[src/rtl/gshare_predictor.sv]
// gshare direction predictor: PC xor speculative global history indexes a table of
// saturating counters. Optional write-through forwarding under `GSHARE_FWD_EN.
module gshare_predictor #(
  parameter int INDEX_BITS = 8,
  parameter int HIST_BITS  = 8,
  parameter int CTR_BITS   = 2
) (
  input  logic                 clk,
  input  logic                 rst_n,
  input  logic [31:0]          pc_f_i,
  input  logic                 predict_en_i,
  output logic                 predict_taken_o,
  output logic [HIST_BITS-1:0] predict_hist_o,
  output logic                 ready_o,
  input  logic                 update_en_i,
  input  logic [31:0]          update_pc_i,
  input  logic [HIST_BITS-1:0] update_hist_i,
  input  logic                 update_taken_i,
  input  logic                 update_mispredict_i
);
  localparam int DEPTH = 1 << INDEX_BITS;
  localparam logic [CTR_BITS-1:0] CTR_MAX  = '1;
  localparam logic [CTR_BITS-1:0] CTR_INIT = CTR_BITS'((1 << (CTR_BITS-1)) - 1);

  if (HIST_BITS < 1 || HIST_BITS > INDEX_BITS) begin : g_bad_hist
    $fatal(1, "gshare_predictor: HIST_BITS must be in 1..INDEX_BITS");
  end
  if (CTR_BITS < 1 || CTR_BITS > 4) begin : g_bad_ctr
    $fatal(1, "gshare_predictor: CTR_BITS must be in 1..4");
  end

  typedef enum logic {S_INIT, S_RUN} state_e;

  state_e                state_q, state_d;
  logic [INDEX_BITS-1:0] init_ptr_q, init_ptr_d;
  logic [HIST_BITS-1:0]  spec_hist_q, spec_hist_d;
  logic [CTR_BITS-1:0]   ctr_q [DEPTH];

  logic [INDEX_BITS-1:0] fidx, uidx, wr_idx;
  logic [CTR_BITS-1:0]   ctr_f, ctr_u, ctr_u_nxt, wr_val;
  logic                  upd_act, wr_en, pred_raw;

  assign fidx    = pc_f_i[INDEX_BITS+1:2] ^ INDEX_BITS'(spec_hist_q);
  assign uidx    = update_pc_i[INDEX_BITS+1:2] ^ INDEX_BITS'(update_hist_i);
  assign ctr_f   = ctr_q[fidx];
  assign ctr_u   = ctr_q[uidx];
  assign upd_act = (state_q == S_RUN) && update_en_i;

  logic unused_pc;
  assign unused_pc = ^{pc_f_i[31:INDEX_BITS+2], pc_f_i[1:0],
                       update_pc_i[31:INDEX_BITS+2], update_pc_i[1:0]};

  // State register
  always_ff @(posedge clk) begin
    if (!rst_n) begin
      state_q     <= S_INIT;
      init_ptr_q  <= '0;
      spec_hist_q <= '0;
    end else begin
      state_q     <= state_d;
      init_ptr_q  <= init_ptr_d;
      spec_hist_q <= spec_hist_d;
    end
  end

  // Next state: sweep every entry once, then run
  always_comb begin
    state_d    = state_q;
    init_ptr_d = init_ptr_q;
    if (state_q == S_INIT) begin
      init_ptr_d = init_ptr_q + INDEX_BITS'(1);
      if (init_ptr_q == '1) state_d = S_RUN;
    end
  end

  always_comb begin
    ctr_u_nxt = ctr_u;
    if (update_taken_i) begin
      if (ctr_u != CTR_MAX) ctr_u_nxt = ctr_u + CTR_BITS'(1);
    end else begin
      if (ctr_u != '0) ctr_u_nxt = ctr_u - CTR_BITS'(1);
    end
  end

  always_comb begin
    wr_en  = rst_n && ((state_q == S_INIT) || upd_act);
    wr_idx = (state_q == S_INIT) ? init_ptr_q : uidx;
    wr_val = (state_q == S_INIT) ? CTR_INIT : ctr_u_nxt;
  end

  // Table is not reset; the INIT sweep establishes its contents
  always_ff @(posedge clk) begin
    if (wr_en) ctr_q[wr_idx] <= wr_val;
  end

`ifdef GSHARE_FWD_EN
  assign pred_raw = (upd_act && (fidx == uidx)) ? ctr_u_nxt[CTR_BITS-1] : ctr_f[CTR_BITS-1];
`else
  assign pred_raw = ctr_f[CTR_BITS-1];
`endif

  // Outputs
  always_comb begin
    ready_o         = (state_q == S_RUN);
    predict_taken_o = (state_q == S_RUN) && pred_raw;
    predict_hist_o  = (state_q == S_RUN) ? spec_hist_q : '0;
  end

  // Mispredict repair wins over the speculative shift of a same-cycle prediction
  always_comb begin
    spec_hist_d = spec_hist_q;
    if (state_q == S_RUN) begin
      if (update_en_i && update_mispredict_i)
        spec_hist_d = HIST_BITS'({update_hist_i, update_taken_i});
      else if (predict_en_i)
        spec_hist_d = HIST_BITS'({spec_hist_q, predict_taken_o});
    end
  end
endmodule

[config.mk]
export PLATFORM = sky130hd
export DESIGN_NAME = gshare_predictor
export DESIGN_NICKNAME = d
export VERILOG_FILES = /design/src/rtl/gshare_predictor.sv
export SDC_FILE = /design/constraint.sdc
export NUM_CORES = 1
export LEC_CHECK = 0
export CAP_MARGIN = 15
export CORE_UTILIZATION = 57
export CTS_CLUSTER_DIAMETER = 80
export CTS_CLUSTER_SIZE = 30
export DETAILED_ROUTE_END_ITERATION = 6
export HOLD_SLACK_MARGIN = 0.12
export MAX_ROUTING_LAYER = met4
export PLACE_DENSITY_LB_ADDON = 0.2
export SLEW_MARGIN = 30
export SYNTH_ARGS = -nofsm -noshare
export SYNTH_HDL_FRONTEND = slang
export SYNTH_SLANG_ARGS = --single-unit
export TNS_END_PERCENT = 20
[constraint.sdc]
create_clock -name clk -period 34 [get_ports clk]
set_clock_uncertainty 0.2 [all_clocks]
set_input_delay 10.2 -clock clk [delete_from_list [all_inputs] [get_ports clk]]
set_output_delay 10.2 -clock clk [all_outputs]
set_load 0.01 [all_outputs]
==> results_dict.tcl, run 1 <==
set metrics [dict create \
    finalSetupViolCount 0 \
    grt_pass1_vias 14700 \
    status "finished, final reports clean" \
    pre_cts_slack_ns 9.01 \
    layout_setup_ws_ns 8.98 \
    fp.dieH_um 210 \
    synth_top_area_frac 0.626 \
    p_clk_frac 0.324 \
    area_growth_pct 7.83 \
    rows 75 \
    syn-num-nets 1649 \
    cp_slowest_stage_delay_ns 0.70 \
    path_clk_slew_ns 0.12 \
    h-tree-depth 1 \
    total_power_mw 1.22 \
    fin_setup_tns_ns 0 \
    track_usage 0.328 \
    die_w_um 210 \
    synth_top_cell_by_area "edfxtp_1" \
    wire_per_inst_um 31.8 \
    ys_types 67 \
    routed-via-count 15100 \
    grt_max_degree 117 \
    viasPerCell 7.05 \
    hold_violations 0 \
    r2r_slack_ns 29.45 \
    cts.path.max_buffers 3 \
    peakVddDrop_uv 33.4 \
    period_needed_ns 25.02 \
    switching_share 0.249 \
    netlist_area_um2 24600 \
    synth_common_cells "edfxtp_1, nor2_1, nand2_1" \
    layout.cells.non_filler 2147 \
    overflow 0 \
    place_congestion 0.969 \
    max_freq_mhz 40.0 \
    holdWs_ns 0.324 \
    hold_path_class "flop to flop" \
    synth.most_common_cell "edfxtp_1" \
    p_sw_mw 0.304 \
    synth-edff-count 512 \
    root_buffer "clkbuf_16" \
    clkLatencyLatePin_ns 0.62 \
    max_cap_violations 0 \
    ios 88 \
    crit_arrival_ns 14.62 \
    cp.required_ns 23.60 \
    ys_ff_latch 529 \
    drive_gt1_frac 0.159 \
    cts_resized 0 \
    avgSynthCellArea_um2 15.6 \
    coreArea_um2 42200 \
    synthArstFlopShare 0 \
    nFillCells 3115 \
    cts_buffers 27 \
    hold_start "init_ptr_q[0]" \
    critPathMaxFanout 34 \
    port_buffers 39 \
    dp.cells 2098 \
    synth-main-ff-cell "edfxtp_1" \
    synth_seq_area_share 0.640 \
    antenna_found_initial 1 \
    leakage_nw 8.36 \
    antenna_left 0 \
    drtIter0Drc 2196 \
    power.density_nw_per_um2 46.1 \
    grt_pass1_wl_um 99500 \
    crit_path_end "predict_taken_o" \
    rr_endpoint "ctr_q[139][0]" \
    ys_warn_count 0 \
    path_class "primary input to primary output" \
    start_util 0.582 \
    finish.utilization 0.627 \
    drc 0 \
    die_area_um2 43900 \
    synth_area_leaders "edfxtp_1, mux4_2, mux4_1" \
    comb_power_share 0.101 \
    pwr-share-seq 0.576 \
    p_int_mw 0.918 \
    syn_inst 1570 \
    wl_um 68200 \
    slew_headroom 0.279 \
    endpoint_kind "primary output" \
    firstDrtPassIters 6 \
    worst_setup_path_startpoint "pc_f_i[2]" \
    dp_hpwl_um 43400 \
    crit_chain "clkdlybuf4s50_1 > xor2_4 > buf_4 > mux4_2 > nand2_1 > a21oi_1 > nor3_1 > o22ai_1 > nor3b_1 > inv_1 > clkdlybuf4s50_1" \
    fin_area_um2 26500 \
    post_cts_buffers 0 \
    reg2reg_from "ctr_q[154][0]" \
    crit_path_top_delay_cell "buf_4" \
    hold_buffers 0 \
    layout.nets 1667 \
    slew_violations 0 \
    r2r_cells 9 \
    period_share 0.736 \
    crit_path_frequent_cell "clkdlybuf4s50_1" \
    cp-start-kind "primary input" \
    worstMarginPinSlew_ns 1.08 \
    place_area_um2 25500 \
    rsz0062_at_grt "no" \
    tritoncts "built" \
    cts.sinks 529 \
]
[worst max-delay path: cells and delay by family]
family | cells | cell delay (ns)
multiplexers | 1 | 0.59
buffers and inverters | 4 | 1.89
AO/OA/AOI/OAI | 2 | 0.28
XOR/XNOR | 1 | 0.58
AND/OR/NAND/NOR | 3 | 1.04
[layout by cell type (no fill, tap or decap), types with 4 or more instances in the layout]
cell type | synthesis | routed
a21oi_1 | 15 | 15
a22oi_1 | 24 | 24
a31oi_1 | 7 | 7
a32oi_1 | 4 | 4
and2_1 | 15 | 15
and3_1 | 5 | 5
buf_4 | 4 | 48
clkbuf_16 | 0 | 27
clkdlybuf4s50_1 | 0 | 39
clkinv_8 | 0 | 4
dfxtp_1 | 17 | 17
edfxtp_1 | 512 | 512
inv_12 | 0 | 4
mux2i_1 | 29 | 29
mux4_1 | 49 | 49
mux4_2 | 134 | 134
nand2_1 | 144 | 143
nand3_1 | 44 | 44
nand4_1 | 18 | 18
nor2_1 | 320 | 318
nor2_2 | 2 | 4
nor2b_1 | 5 | 5
nor3_1 | 6 | 6
nor4_1 | 6 | 6
o211a_1 | 7 | 7
o211ai_1 | 8 | 8
o21ai_0 | 10 | 10
o221ai_1 | 4 | 4
or3_1 | 5 | 5
xnor2_1 | 18 | 15
xor2_1 | 14 | 5
xor2_2 | 1 | 4
xor2_4 | 1 | 7
[cell type report]
type / count / area [um2] / area share
clock buffers: 30 / 697 / 0.0263
inverters: 2 / 7.51 / 0.000283
repair buffers: 88 / 762 / 0.0288
diodes: 1 / 2.50 / 0.0000945
clock inverters: 18 / 246 / 0.00931
well taps: 539 / 674 / 0.0255
flip-flops and latches: 529 / 15700 / 0.593
multi-input cells: 940 / 8380 / 0.316
[cells by family (layout without fill, tap and decap cells)]
| family | after synthesis | count (layout) | synth area share |
|---|---|---|---|
| xor+xnor | 34 | 34 | 0.0132 |
| other cells | 0 | 1 | 0 |
| fa+ha+maj | 1 | 1 | 0.000509 |
| simple gates | 578 | 578 | 0.0980 |
| flops | 529 | 529 | 0.640 |
| buf+inv | 101 | 138 | 0.0260 |
| compound gates | 114 | 114 | 0.0349 |
| mux | 213 | 213 | 0.188 |
[power groups by stage]
stage / Clock [mW] / Combinational, mW / Sequential (mW)
floorplan: 0 / 0.0800 / 0.718
global route: 0.416 / 0.126 / 0.704
global placement: 0 / 0.119 / 0.719
finish: 0.395 / 0.123 / 0.704
CTS: 0.397 / 0.120 / 0.704
detailed placement: 0 / 0.120 / 0.719
[registers in the layout, indices dropped and copies added, names as in the netlist]
signal       cells
init_ptr_q       8
ready_o          1
ctr_q          512
spec_hist_q      8
[worst min-delay path by stage]
stage	to	depth (start not counted)	slack, ns
after CTS	init_ptr_q[0]	2	0.32
after global placement	init_ptr_q[0]	2	0.28
after global routing	init_ptr_q[0]	2	0.35
after detailed placement	init_ptr_q[0]	2	0.30
after floorplan	init_ptr_q[0]	2	0.27
final	init_ptr_q[0]	2	0.32
[metal layers]
layer | part of all wire | GRT usage | wire [um]
met1 | 0.37 | 0.460 | 25500
met2 | 0.45 | 0.487 | 31000
met5 | 0 | - | 0
met4 | 0.043 | 0.113 | 2910
met3 | 0.13 | 0.0648 | 8860
Power figures use the tool's default switching activity.
==> inputs of run 2 (changes only) <==
Settings changed: CORE_UTILIZATION 57 to 55.
Clock period 34 ns to 22.8 ns, I/O delays scaled along.
==> results_dict.tcl, run 2 (synthesis results as in run 1) <==
set metrics [dict create \
    status "finished, violations left" \
    violations "DRC" \
    grt_pass1_vias 14400 \
    crit_chain "clkdlybuf4s50_1 > xor2_4 > buf_4 > mux4_2 > mux4_2 > nor4_1 > nor3_1 > nand4_1 > nor3b_1 > inv_1 > clkdlybuf4s50_1" \
    cts_buffers 26 \
    die_area_um2 45500 \
    period_needed_ns 18.21 \
    crit_family "buffers and inverters" \
    period_share 0.798 \
    layout_setup_ws_ns 4.59 \
    pwr-share-seq 0.580 \
    cts_resized 0 \
    antenna_found_initial 1 \
    slew_headroom 0.319 \
    cts.path.max_buffers 3 \
    root_buffer "clkbuf_16" \
    hold_buffers 0 \
    h-tree-depth 1 \
    wl_um 67000 \
    fp.dieH_um 213 \
    critPathMaxFanout 37 \
    coreArea_um2 44100 \
    slew_violations 0 \
    area_growth_pct 8.05 \
    comb_power_share 0.102 \
    grt_pass1_wl_um 96500 \
    switching_share 0.246 \
    worstMarginPinSlew_ns 1.02 \
    layout_common_cells "edfxtp_1, nor2_1, nand2_1" \
    routed-via-count 15000 \
    firstDrtPassIters 7 \
    cts.sinks 529 \
    path_class "primary input to primary output" \
    ios 88 \
    cp_slowest_stage_delay_ns 0.66 \
    p_sw_mw 0.444 \
    dp_hpwl_um 42500 \
    leakage_nw 8.38 \
    layout.nets 1669 \
    die_w_um 213 \
    reg_top3 "ctr_q x512, init_ptr_q x8, spec_hist_q x8" \
    drc 4 \
    fin_setup_tns_ns 0 \
    place_congestion 0.946 \
    hold_violations 0 \
    layout_commonest_cell "edfxtp_1" \
    wire_per_inst_um 30.5 \
    rows 77 \
    track_usage 0.308 \
    finalSetupViolCount 0 \
    path_clk_slew_ns 0.12 \
    max_cap_violations 0 \
    cp.required_ns 15.76 \
    peakVddDrop_uv 46.5 \
    overflow 0 \
    clkLatencyLatePin_ns 0.61 \
    top_register "ctr_q" \
    p_int_mw 1.37 \
    viasPerCell 6.82 \
    hold_path_class "flop to flop" \
    crit_arrival_ns 11.17 \
    grt_max_degree 139 \
    start_util 0.557 \
    cp-start-kind "primary input" \
    post_cts_buffers 0 \
    max_freq_mhz 54.9 \
    endpoint_kind "primary output" \
    antenna_left 0 \
    tritoncts "built" \
    crit_path_top_delay_cell "clkdlybuf4s50_1" \
    largest_reg_flops 512 \
    pre_cts_slack_ns 4.48 \
    drive_gt1_frac 0.155 \
    rsz0062_at_grt "no" \
    port_buffers 39 \
    crit_buf_inv 4 \
    drtIter0Drc 1915 \
    power.density_nw_per_um2 68.2 \
    p_clk_frac 0.318 \
]
## run 2: cell count changes in the layout (fill, tap and decap cells not counted), sizes merged
cell,previous run,this run
clkbuf,30,29
inv,10,11
buf,49,52
clkinv,8,6
## run 2: worst paths after layout
path / start / endpoint / slack (ns) / cells past startpoint
hold reg to reg: init_ptr_q[0] / init_ptr_q[0] / 0.32 / 2
setup reg to reg: ctr_q[133][0] / ctr_q[231][0] / 18.23 / 9
setup / recovery: pc_f_i[3] / predict_taken_o / 4.59 / 11
hold / removal: init_ptr_q[0] / init_ptr_q[0] / 0.32 / 2
## run 2: cell type report
type	count	area (um2)
timing repair buffer	91	828
tap	592	741
inverter	2	7.51
antenna	1	2.50
clock buffer	29	683
multi-input combinational	940	8330
fill	3378	17600
clock inverter	17	226
sequential	529	15700
## run 2: power by group through the flow
stage / clock (mW) / sequential, mW / combinational (mW)
global route: 0.611 / 1.05 / 0.190
detailed placement: 0 / 1.07 / 0.179
global placement: 0 / 1.07 / 0.179
finish: 0.576 / 1.05 / 0.185
CTS: 0.581 / 1.05 / 0.180
floorplan: 0 / 1.07 / 0.122
## run 2: per-stage QoR
step                area, um2  hold WS [ns]  power, mW   util  instances
floorplan               24600         0.271       1.19      -       1570
global placement        25600         0.281       1.25  0.580       2152
detailed placement      25600         0.297       1.25  0.580       2152
CTS                     26500         0.311       1.81  0.600       2198
global route            26500         0.330       1.85  0.601       2201
finish                  26500         0.321       1.81  0.601       2201
## run 2: worst min-delay path, cell delays in order (launching register included)
cell and delay [ns]:
dfxtp_1 0.34, nor2_1 0.09, nor3b_1 0.06
## run 2: routing by layer
layer  up-vias  track usage  routed length [um]
met3       134       0.0579                7410
met1      7682        0.425               26000
li1       6207            -                   -
met4         0       0.0877                2020
met5         -            -                   0
met2       981        0.471               31600
==> inputs of run 3 (changes only) <==
Clock period 22.8 ns to 14.8 ns, I/O delays scaled along.
==> results_dict.tcl, run 3 (synthesis results as in run 1) <==
set metrics [dict create \
    cts_buffers 26 \
    drc 0 \
    cts_resized 0 \
    drtIter0Drc 2160 \
    overflow 0 \
    cts.path.max_buffers 3 \
    layout_commonest_cell "edfxtp_1" \
    coreArea_um2 44100 \
    port_buffers 39 \
    nFillCells 3341 \
    cp_slowest_stage_delay_ns 0.65 \
    post_cts_buffers 0 \
    drive_gt1_frac 0.154 \
    firstDrtPassIters 7 \
    period_needed_ns 13.13 \
    die_area_um2 45500 \
    endpoint_kind "primary output" \
    grt_max_degree 139 \
    wire_per_inst_um 30.7 \
    period_share 0.887 \
    top_register "ctr_q" \
    place_congestion 0.984 \
    cts.sinks 529 \
    fp.dieH_um 213 \
    power.density_nw_per_um2 105 \
    hold_path_class "flop to flop" \
    start_util 0.557 \
    hold_buffers 0 \
    leakage_nw 8.40 \
    crit_buf_inv 4 \
    hold_violations 0 \
    place_area_um2 25600 \
    grt_pass1_vias 14600 \
    dp_hpwl_um 42500 \
    routed-via-count 15000 \
    antenna_left 0 \
    peakVddDrop_uv 86.8 \
    max_cap_violations 0 \
    finalSetupViolCount 0 \
    path_clk_slew_ns 0.12 \
    r2r_slack_ns 10.53 \
    grt_pass1_wl_um 97600 \
    crit_path_top_delay_cell "clkdlybuf4s50_1" \
    layout_common_cells "edfxtp_1, nor2_1, nand2_1" \
    h-tree-depth 1 \
    wl_um 67600 \
    max_freq_mhz 76.1 \
    largest_reg_flops 512 \
    rsz0062_at_grt "no" \
    area_growth_pct 8.05 \
    critPathMaxFanout 19 \
    rows 77 \
    path_class "primary input to primary output" \
    status "finished, final reports clean" \
    viasPerCell 6.80 \
    root_buffer "clkbuf_16" \
    worstMarginPinSlew_ns 1.04 \
    crit_family "buffers and inverters" \
    antenna_found_initial 1 \
    fin_setup_tns_ns 0 \
    layout.nets 1667 \
    slew_headroom 0.305 \
    cp-start-kind "primary input" \
    ios 88 \
    cp.required_ns 10.16 \
    die_w_um 213 \
    crit_arrival_ns 8.49 \
    slew_violations 0 \
    clkLatencyLatePin_ns 0.61 \
    tritoncts "built" \
    crit_chain "clkdlybuf4s50_1 > xor2_4 > buf_4 > mux4_2 > mux4_2 > nor4_1 > nor3_1 > nand4_1 > nor3b_1 > inv_1 > clkdlybuf4s50_1" \
    fin_area_um2 26500 \
    track_usage 0.312 \
    reg_top3 "ctr_q x512, init_ptr_q x8, spec_hist_q x8" \
]
[run 3: final cells by class]
class | instances | area, um2 | area share
clock buffer | 33 | 719 | 0.0271
clock inverter | 15 | 194 | 0.00731
inverter | 2 | 7.51 | 0.000283
tap | 592 | 741 | 0.0279
timing repair buffer | 89 | 811 | 0.0306
sequential | 529 | 15700 | 0.592
antenna | 1 | 2.50 | 0.0000943
multi-input combinational | 940 | 8350 | 0.315
[run 3: path summary, 6_finish.rpt]
path,from,end,cells past startpoint
setup / recovery,pc_f_i[3],predict_taken_o,11
hold / removal,init_ptr_q[0],init_ptr_q[0],2
setup reg to reg,ctr_q[8][1],ctr_q[14][1],9
hold reg to reg,init_ptr_q[0],init_ptr_q[0],2
[run 3: where the power goes]
part / switching (mW) / internal [mW] / total [mW]
Sequential: 0.00135 / 1.62 / 1.62
Clock: 0.513 / 0.374 / 0.887
Combinational: 0.173 / 0.112 / 0.284
Total: 0.687 / 2.10 / 2.79
[run 3: worst register-to-register path, cell delays in order, from the launching register on]
cell and delay (ns):
edfxtp_1 0.38, mux4_1 0.23, mux2i_1 0.16, a221oi_1 0.51, a211oi_1 0.18, a221oi_2 0.31, nand2_2 0.14, o211ai_1 0.31
buf_4 0.58, buf_4 0.84
[run 3: through the flow]
step	hold slack (ns)	std cells	total power [mW]	setup WS, ns	utilization
after global placement	0.281	2152	1.93	1.78	0.580
final	0.314	2201	2.79	1.67	0.601
after CTS	0.316	2200	2.79	1.73	0.601
after floorplan	0.271	1570	1.84	0.0669	-
after detailed placement	0.298	2152	1.93	1.73	0.581
after global routing	0.333	2201	2.85	1.54	0.601
[run 3: metal layers]
metal  vias up  track usage  wire length (um)
met4         0        0.132              3410
met5         -            -                 0
met2      1001        0.472             31300
met3       218       0.0674              7700
li1       6202            -                 -
met1      7552        0.411             25200
==> edit 1, RTL diff (config.mk and constraints of run 3) <==
Set the parameter `INDEX_BITS` to 9 (it was 8).
--- a/src/rtl/gshare_predictor.sv
+++ b/src/rtl/gshare_predictor.sv
@@ -3,3 +3,3 @@
 module gshare_predictor #(
-  parameter int INDEX_BITS = 8,
+  parameter int INDEX_BITS = 9,
   parameter int HIST_BITS  = 8,
Check against the original RTL: same outputs for any inputs over 10 cycles, from zero or initial values and one cycle with rst_n low; that may be too few to reach the edited logic, so the function may still have changed.
==> edit 1 against run 3 <==
  * The flow now finishes with violations (DRC)
  * Maximum frequency is 1.8% lower
  * First-iteration DRC count grew 93%
  * Setup slack lost 250 ps
  * Sequential power up 97%
  * Design area increased by 91%
  * Synthesized area is 93% higher
  * Synthesized cell count rose by 88%
  * Total power increased by 93%
  * Global-route usage increased by 1.5 points
  * Wire length is 100% higher
  * Critical path type unchanged
  * Sequential cell count up 513
==> edit 1: results <==
route:
  firstDrtPassIters: 7
  route.detailed.drc: 1
  vias: 28600
  drt_iter0_markers: 4160
  routed_wirelength_um: 136000
clock_tree:
  clk_latency_ps: 670
  post_cts_buffers: 0
  clock_tree.buffer_depth: 3
  cts_buffers: 46
  root_buffer: "clkbuf_16"
  cts_resized: 0
  cts_htree_levels: 2
  clkTransAtPathRegs_ps: 120
global_route:
  grt_pass1_wl_um: 197000
  grt_antenna_before_repair: 1
  grt_pass1_vias: 28400
  grt_max_degree: 229
  gr-usage-all-layers: 0.326
finish:
  multi_input_area_um2: 15500
  fill_cells: 6336
  final_cells: 4079
  final_layout_size_suffix_gt1_frac: 0.189
  top_regs: "ctr_q x1024, init_ptr_q x9, spec_hist_q x8"
outcome:
  outcome: "finished with violations"
  violations: "DRC"
placed_design:
  dpl_cell_area_um2: 49100
  hpwl_um: 80200
  dp.cells: 3996
  port-buffer-count: 41
  place_congestion: 0.900
  dpl_worst_slack_ps: 1530
synth:
  async_reset_ff_frac: 0
  seq_area_frac_synth: 0.658
  ys_warn_count: 0
  netlist_instances: 2958
  ys_types: 65
  ys_top_cells_by_count: "1024 x edfxtp_1, 568 x nor2_1, 353 x mux4_2"
  synth_edf_count: 1024
  synth_area_leaders: "edfxtp_1 65%, mux4_2 17%, nor2_1 4.5%"
worst_setup_path:
  cp_slowest_cell: "nor4_1"
  worstPathArrival_ps: 8740
  cp_top_family: "buffers and inverters"
  path_max_fanout: 43
  critPathMaxStageDelay_ps: 800
timing:
  slew_headroom: 0.216
power:
  p_leak_nw: 14.0
  vdd_drop_max_uv: 83.0
hold_path:
  hold_path_class: "flop to flop"
job:
  drv_cap: 0
edit 1: metal layers:
metal | GRT usage | routed length [um]
met1 | 0.444 | 50400
met2 | 0.494 | 63900
met3 | 0.0601 | 15200
met4 | 0.127 | 6240
met5 | - | 0
edit 1: final timing paths:
path,from,end,slack [ps],cells after the start
worst max-delay path,pc_f_i[2],predict_taken_o,1420,10
worst min-delay path,init_ptr_q[8]$_SDFFE_PN0N_,init_ptr_q[8]$_SDFFE_PN0N_,410,2
worst max register to register,ctr_q[473][1]$_DFFE_PP_,ctr_q[157][1]$_DFFE_PP_,10000,10
worst min register to register,init_ptr_q[8]$_SDFFE_PN0N_,init_ptr_q[8]$_SDFFE_PN0N_,410,2
edit 1: where the power goes:
group | internal [W] | switching [W] | leakage, nW
sequential | 0.00319 | 0.00000130 | 8.26
clock | 0.000709 | 0.000947 | 0.756
combinational | 0.000187 | 0.000344 | 5.03
total | 0.00408 | 0.00129 | 14.0
edit 1: layout make-up:
type	count	area share
timing repair buffer	110	0.0225
multi-input combinational	1696	0.305
clock buffer	55	0.0248
antenna	2	0.0000986
inverter	5	0.000370
tap	1144	0.0282
clock inverter	25	0.00646
sequential	1042	0.613
edit 1: cells by family (layout without fill, tap and decap cells):
| family | after synthesis | after routing | share of synthesized area |
|---|---|---|---|
| muxes | 434 | 434 | 0.190 |
| DFF | 1042 | 1042 | 0.658 |
| and+or+nand+nor | 1009 | 1009 | 0.0862 |
| xor gates and xnor gates | 38 | 38 | 0.00751 |
| other | 0 | 2 | 0 |
| AOI/OAI and AO/OA | 213 | 213 | 0.0341 |
| adders and majority gates | 2 | 2 | 0.000529 |
| buffers and inverters | 220 | 195 | 0.0242 |
edit 1: metrics by stage:
stage / hold slack, ps / setup TNS [ps]
detailed placement: 380 / 0
floorplan: 327 / -760310
global route: 416 / 0
global placement: 351 / 0
finish: 415 / 0
CTS: 397 / 0
edit 1: tightest hold or removal path: stages (launching register included):
cell     delay (ps)
dfxtp_1         360
mux2i_1         150
nor2b_1          60
==> edit 2, RTL diff (settings of run 3) <==
Without the edit above. Register the output `predict_hist_o`, cleared by the reset; this adds one clock of latency there. The other outputs are not delayed to match.
--- a/src/rtl/gshare_predictor.sv
+++ b/src/rtl/gshare_predictor.sv
@@ -23,2 +23,4 @@
   localparam logic [CTR_BITS-1:0] CTR_INIT = CTR_BITS'((1 << (CTR_BITS-1)) - 1);
+
+  logic [HIST_BITS-1:0] predict_hist_d;
 
@@ -105,3 +107,3 @@
     predict_taken_o = (state_q == S_RUN) && pred_raw;
-    predict_hist_o  = (state_q == S_RUN) ? spec_hist_q : '0;
+    predict_hist_d  = (state_q == S_RUN) ? spec_hist_q : '0;
   end
@@ -118,2 +120,10 @@
   end
+  always_ff @(posedge clk) begin
+    if (!rst_n) begin
+      predict_hist_o <= '0;
+    end else begin
+      predict_hist_o <= predict_hist_d;
+    end
+  end
+
 endmodule
Check against the original RTL: no difference found for any inputs over 10 cycles, from zero or initial values and one cycle with rst_n low; that may be too few to reach the edited logic, so the function may still have changed.
==> edit 2 against run 3 <==
  * Setup slack worse by 110 ps
  * Sequential cell count up 8
  * Total power increased by 1.7%
  * First-iteration DRC count down 3.0%
  * Design area is 0.36% higher
  * Wire length rose by 0.65%
  * Critical path depth is the same
  * Synthesized cell count up 0.25%
  * Die area increased by 0.17%
  * Synthesized area up 0.17%
  * Critical endpoint unchanged
  * Largest power group unchanged
==> edit 2: results <==
worst_setup_path:
  worstPathArrival_ps: 8600
  cp_top_family: "buffers and inverters"
  rrSetupSlack_ps: 10550
  critPathMaxStageDelay_ps: 760
  cp_slowest_cell: "clkdlybuf4s50_1"
  path_max_fanout: 14
synth:
  synth_ff_type: "edfxtp_1"
  async_reset_ff_frac: 0
  synth_area_leaders: "edfxtp_1 62%, mux4_2 14%, nor2_1 4.9%"
  seq_area_frac_synth: 0.645
  ys_top_cells_by_count: "512 x edfxtp_1, 323 x nor2_1, 154 x mux4_2"
  avgSynthCellArea_um2: 15.6
  ys_types: 64
route:
  vias_per_cell: 6.75
  drt_iter0_markers: 2096
  routed_wirelength_um: 68100
  wire_per_inst_um: 30.9
  firstDrtPassIters: 6
clock_tree:
  clock_tree.buffer_depth: 3
  cts_buffers: 27
  clkTransAtPathRegs_ps: 100
  cts_htree_levels: 1
  clk_latency_ps: 620
placed_design:
  dpl_cell_area_um2: 25700
  hpwl_um: 43700
  dp.cells: 2157
  port-buffer-count: 39
  place_congestion: 0.988
finish:
  final_layout_size_suffix_gt1_frac: 0.167
  n_antenna_cell: 0
  layout.nets: 1673
power:
  p_leak_nw: 8.38
  p_sw_w: 0.000712
  vdd_drop_max_uv: 82.5
global_route:
  grt_pass1_wl_um: 98000
  grt_pass1_vias: 14500
  grt_max_degree: 138
  grt_antenna_before_repair: 0
  gr-usage-all-layers: 0.315
outcome:
  outcome: "complete, no violations"
timing:
  worstMarginPinSlew_ps: 1160
edit 2: power by group through the flow:
stage / logic [W] / registers, W / clock network, W
5_1_grt: 0.000318 / 0.00164 / 0.000938
2_1_floorplan: 0.000202 / 0.00167 / 0
4_1_cts: 0.000304 / 0.00164 / 0.000898
3_3_place_gp: 0.000302 / 0.00167 / 0
3_5_place_dp: 0.000303 / 0.00167 / 0
6_report: 0.000309 / 0.00164 / 0.000889
edit 2: logic make-up after synthesis:
kind of cell | after synthesis | synth area share
flops | 537 | 0.645
xor+xnor | 36 | 0.0139
mux | 214 | 0.185
buf+inv | 101 | 0.0246
fa+ha+maj | 1 | 0.000508
simple gates | 576 | 0.0974
compound gates | 109 | 0.0338
edit 2: worst paths after layout:
kind / startpoint / endpoint / cells past startpoint
setup / recovery: pc_f_i[5] / predict_taken_o / 11
hold / removal: spec_hist_q[7]$_SDFFE_PN0P_ / predict_hist_o[7]$_SDFF_PN0_ / 1
setup reg to reg: ctr_q[222][1]$_DFFE_PP_ / ctr_q[199][1]$_DFFE_PP_ / 9
hold reg to reg: spec_hist_q[7]$_SDFFE_PN0P_ / predict_hist_o[7]$_SDFF_PN0_ / 1
edit 2: metal layers:
| layer | track usage | wire length, um | vias to the layer above |
|---|---|---|---|
| met2 | 0.479 | 32200 | 896 |
| met5 | - | 0 | - |
| met1 | 0.424 | 25700 | 7620 |
| li1 | - | - | 6206 |
| met3 | 0.0694 | 7670 | 150 |
| met4 | 0.108 | 2500 | 0 |
edit 2: worst reg2reg max path: cells and delay by family (launching register included):
family	cells	cell delay, ps
simple gates	2	340
mux	2	440
buf+inv	2	1450
flops	1	380
compound gates	3	1040
edit 2: area by class of cell:
cell class | count | area [um2]
clock inverters | 19 | 239
clock buffers | 28 | 679
well taps | 592 | 741
multi-input cells | 936 | 8270
repair buffers | 90 | 826
flip-flops and latches | 537 | 15900
inverters | 2 | 7.51
fillers | 3394 | 17500
edit 2: stage by stage:
| step | power, W | util | setup slack [ps] | hold slack [ps] |
|---|---|---|---|---|
| 3_5_place_dp | 0.00198 | 0.582 | 1660 | 302 |
| 6_report | 0.00284 | 0.604 | 1560 | 322 |
| 2_1_floorplan | 0.00187 | - | 1.09 | 280 |
| 4_1_cts | 0.00284 | 0.603 | 1650 | 317 |
| 3_3_place_gp | 0.00197 | 0.582 | 1670 | 293 |
| 5_1_grt | 0.00289 | 0.604 | 1530 | 331 |
